==> src/rtl/bridge_reg_responder.sv <==
// Bridge-side register responder in the core clock domain.
// Decodes a word-aligned window at base_addr and serves num_regs-1 R/W
// control registers plus one sticky W1C status register (last index).
// Ports:
//   clk, reset                  core clock, synchronous active-high reset
//   bridge_addr/wr/rd/wr_data   single-cycle bridge transaction strobes
//   bridge_rd_data, rd_hit      registered read data and its update pulse
//   ctrl_q, ctrl_wr             packed control registers and per-reg write strobes
//   event_in                    per-bit event pulses merged into status
module bridge_reg_responder #(
  parameter int unsigned num_regs         = 8,
  parameter logic [31:0] base_addr        = 32'h0000_0000,
  parameter logic [31:0] ctrl_reset_value = 32'h0000_0000
) (
  input  logic                         clk,
  input  logic                         reset,
  input  logic [31:0]                  bridge_addr,
  input  logic                         bridge_wr,
  input  logic                         bridge_rd,
  input  logic [31:0]                  bridge_wr_data,
  output logic [31:0]                  bridge_rd_data,
  output logic                         rd_hit,
  output logic [(num_regs-1)*32-1:0]   ctrl_q,
  output logic [num_regs-2:0]          ctrl_wr,
  input  logic [31:0]                  event_in
);

  localparam int unsigned IDX_W    = $clog2(num_regs);
  localparam int unsigned NUM_CTRL = num_regs - 1;
  localparam int unsigned CTRL_W   = NUM_CTRL * 32;
  // Window covers num_regs words rounded up to a power of two.
  localparam logic [31:0] WIN_MASK = 32'((64'd1 << (IDX_W + 2)) - 64'd1);

  logic [CTRL_W-1:0]   ctrl_regs_q, ctrl_regs_d;
  logic [NUM_CTRL-1:0] ctrl_wr_q, ctrl_wr_d;
  logic [31:0]         status_q, status_d;
  logic [31:0]         rd_data_q, rd_data_d;
  logic                rd_hit_q, rd_hit_d;

  logic        hit;
  logic [31:0] idx_u;
  logic [31:0] rd_value;

  // Address decode.
  assign hit   = (bridge_addr & ~WIN_MASK) == base_addr;
  assign idx_u = 32'(bridge_addr[2 +: IDX_W]);

  // Read mux; status is sampled before this cycle's event merge, unmapped reads 0.
  always_comb begin
    rd_value = 32'h0000_0000;
    if (idx_u < NUM_CTRL) begin
      rd_value = 32'(ctrl_regs_q >> (idx_u * 32));
    end else if (idx_u == NUM_CTRL) begin
      rd_value = status_q;
    end
  end

  // Next-state logic; a write wins over a simultaneous read.
  always_comb begin
    ctrl_regs_d = ctrl_regs_q;
    ctrl_wr_d   = '0;
    status_d    = status_q | event_in;
    rd_data_d   = rd_data_q;
    rd_hit_d    = 1'b0;
    if (bridge_wr && hit) begin
      if (idx_u < NUM_CTRL) begin
        ctrl_regs_d = (ctrl_regs_q & ~(CTRL_W'(32'hFFFF_FFFF) << (idx_u * 32)))
                    | (CTRL_W'(bridge_wr_data) << (idx_u * 32));
        ctrl_wr_d   = NUM_CTRL'(1) << idx_u;
      end else if (idx_u == NUM_CTRL) begin
        // W1C with set-wins for a same-cycle event.
        status_d = (status_q & ~bridge_wr_data) | event_in;
      end
    end else if (bridge_rd && hit) begin
      rd_data_d = rd_value;
      rd_hit_d  = 1'b1;
    end
  end

  // State registers.
  always_ff @(posedge clk) begin
    if (reset) begin
      ctrl_regs_q <= {NUM_CTRL{ctrl_reset_value}};
      ctrl_wr_q   <= '0;
      status_q    <= 32'h0000_0000;
      rd_data_q   <= 32'h0000_0000;
      rd_hit_q    <= 1'b0;
    end else begin
      ctrl_regs_q <= ctrl_regs_d;
      ctrl_wr_q   <= ctrl_wr_d;
      status_q    <= status_d;
      rd_data_q   <= rd_data_d;
      rd_hit_q    <= rd_hit_d;
    end
  end

  assign ctrl_q         = ctrl_regs_q;
  assign ctrl_wr        = ctrl_wr_q;
  assign bridge_rd_data = rd_data_q;
  assign rd_hit         = rd_hit_q;

endmodule

==> config.mk <==
export PLATFORM = sky130hd
export DESIGN_NAME = bridge_reg_responder
export DESIGN_NICKNAME = d
export VERILOG_FILES = /design/src/rtl/bridge_reg_responder.sv
export SDC_FILE = /design/constraint.sdc
export NUM_CORES = 1
export LEC_CHECK = 0
export ABC_AREA = 1
export BUFFER_PORTS_ARGS = -buffer_cell sky130_fd_sc_hd__buf_2
export CAP_MARGIN = 20
export CORE_ASPECT_RATIO = 1.2
export CORE_MARGIN = 2
export CORE_UTILIZATION = 35
export DETAILED_ROUTE_END_ITERATION = 8
export PLACE_DENSITY = 0.59
export SLEW_MARGIN = 10
export SYNTH_ARGS = -nofsm -noshare
export SYNTH_HDL_FRONTEND = slang
export SYNTH_SLANG_ARGS = --single-unit
==> constraint.sdc <==
create_clock -name clk -period 1.45 [get_ports clk]
set_input_delay 0.145 -clock clk [delete_from_list [all_inputs] [get_ports clk]]
set_output_delay 0.145 -clock clk [all_outputs]
set_load 0.01 [all_outputs]
==> reports/results.ini <==
[power_and_ir_drop]
power.leakage_nw = 9.99
p_total_mw = 20.2
powerDensity_nw_per_um2 = 948
vdd_drop_max_v = 0.000660

[floorplan]
row_count = 85
io_pins = 364
dieWidth_um = 199
initial_core_util_pct = 35.5
die_y_um = 238
coreArea_um2 = 45000
dieArea_um2 = 47300

[timing]
grt_setup_unrepaired = no
setup_violations = 0
min_period_over_period_pct = 95.3
worst_hold_slack_ns = 0.0161
finalClockSkew_ns = 0.0161
worst_slew_pin_slew_ns = 0.462
hold_viol = 0
timing.slew.headroom_pct = 69.2
fmaxAchievable_mhz = 723
slew_violations = 0
fin_crit_ns = 1.38

[global_routing]
grt_overflow = 0
antenna_found_initial = 6
grt_pass1_vias = 17400
grt_first_pass_wirelength_um = 109000
grt_max_degree = 80
grt_usage_pct = 30.0

[cts]
htreeDepth = 2
clock-sinks = 296
root_buffer = clkbuf_16
cts_tree = built
ctsLongestPathBuffers = 3
clk_pin_slew_ns = 0.06
cts_buffers = 35
insertion_delay_ns = 0.53
cts_setup_buffers = 0

[critical_path]
critPathBufInv = 1
startpoint_type = register
cp_top_family = simple AND/OR/NAND/NOR gates
critical_path_class = reg -> reg
required_ns = 1.88
cp_cell_sequence = nand2_1, nand2_1, nor3_1, buf_4, nor2_1, nor2_1, nor2_1
cpPeakStageDelay_ns = 0.36
critPathMaxFanout = 4
slowest_stage = nor3_1
rrSetupSlack_ns = 0.07
cp.arrival_ns = 1.81
critPathCaptureType = register
critical-path-top-cell-by-count = nor2_1

[layout]
final_area_um2 = 21300
drive_gt1_share_pct = 19.5
final_cell_mix = nand2_1 (652), nor2_1 (367), buf_2 (358)
area_growth_pct = 33.2
post-route-util_pct = 47.3
final_common_cell = nand2_1
num-nets-final = 3087

[yosys]
synth_area_leaders = dfxtp_1 (37%), nand2_1 (15%), nor2_1 (8.7%)
synth.distinct_cells = 22
synthSimpleGateAreaFrac_pct = 36.8
synth-async-reset-ratio_pct = 0
yosysSeqAreaShare_pct = 37.1
synth-compound-area-share_pct = 14.3
muxShareOfSynthArea_pct = 0
netlist_instances = 2595
ys.flop_type = dfxtp_1
synth_edf_count = 0
synthesis.area_um2 = 16000
yosysWarnings = 0
syn_nets = 2695
ys_seq_elements = 296
synth_top_family_by_area = simple AND/OR/NAND/NOR gates
synth_top_area_share_pct = 37.1
synth-xor-area-share_pct = 0
yosys.area.top_type = dfxtp_1
avgSynthCellArea_um2 = 6.15
synth_adder_area_share_pct = 0

[placement]
io_buffers = 361
place_area_um2 = 19500
place_hpwl_um = 52200
gp_congestion = 0.937

[routing]
wl_um = 73000
vias_per_cell = 5.27
drc = 0
antenna_left = 0
drtIter0Drc = 1832
routedWlPerCell_um = 20.1
via_count = 19100
drtPass1Iterations = 6

[hold_path]
holdCritPathClass = in -> reg

[outcome]
status = finished, final reports clean

[flow_run]
cap_violations = 0

[where the power goes]
group	internal, mW	switching [mW]	total [mW]
Sequential	8.19	0.0600	8.25
Clock	6.02	3.75	9.77
Combinational	0.739	1.39	2.13
[per-stage QoR]
stage	worst slack, ns	setup TNS [ns]	std cells
CTS	0.0493	0	3621
global placement	-0.218	-46.01	3505
floorplan	0.0687	0	2595
detailed placement	-0.226	-45.11	3505
finish	0.0675	0	3626
global route	0.00398	0	3626
[cells by family (layout without fill, tap and decap cells)]
family / after synthesis / after routing
AO/OA/AOI/OAI: 450 / 450
other: 0 / 5
flip-flops: 296 / 296
buffers and inverters: 467 / 884
AND/OR/NAND/NOR: 1382 / 1382
[final cells by class]
| cell class | instances | area, um^2 |
|---|---|---|
| inverter | 255 | 965 |
| fill | 4723 | 23700 |
| tap | 609 | 762 |
| clock inverter | 14 | 220 |
| sequential | 296 | 5930 |
| antenna | 5 | 12.5 |
| multi-input combinational | 1832 | 8190 |
| clock buffer | 48 | 1030 |
| timing repair buffer | 567 | 4160 |
[cell usage after synthesis (all sizes together), types with 12 or more instances]
master	number
nand3	160
nor3	21
nor2	371
clkbuf	130
inv	254
o21ai	243
nand4	168
a21oi	195
buf	82
o211ai	12
nand2	655
dfxtp	296
[final timing paths]
check	from	end	depth (start not counted)
hold reg to reg	ctrl_q[131]$_SDFFE_PP0P_	ctrl_q[131]$_SDFFE_PP0P_	2
setup / recovery	status_q[12]$_SDFF_PP0_	bridge_rd_data[12]$_SDFFE_PP0P_	7
setup reg to reg	status_q[12]$_SDFF_PP0_	bridge_rd_data[12]$_SDFFE_PP0P_	7
hold / removal	bridge_wr_data[11]	ctrl_q[171]$_SDFFE_PP0P_	3
[sequential cells by signal, summed over array words and instances (netlist names)]
name	cells
ctrl_q	224
status_q	32
bridge_rd_data	32
ctrl_wr	7
rd_hit	1
[worst reg2reg max path: stages (launching register included)]
cell and delay, ns:
dfxtp_1 0.33, nand2_1 0.10, nand2_1 0.06, nor3_1 0.36, buf_4 0.21, nor2_1 0.05, nor2_1 0.12, nor2_1 0.05
[per-layer routing]
layer / share of wire (%) / GRT usage [%] / up-vias
met4: 3.6 / 10.8 / 0
met5: 0 / 0 / -
li1: - / - / 9191
met3: 9.5 / 5.78 / 130
met1: 43 / 41.7 / 8870
met2: 44 / 45.9 / 927
[timing repair]
action,in CTS,in global routing
hold buffers,54,0
endpoints found under the setup margin,0,4
gates resized for setup,0,4
hold endpoints to repair,71,0
Note: power is estimated with default switching activity, not from simulation.
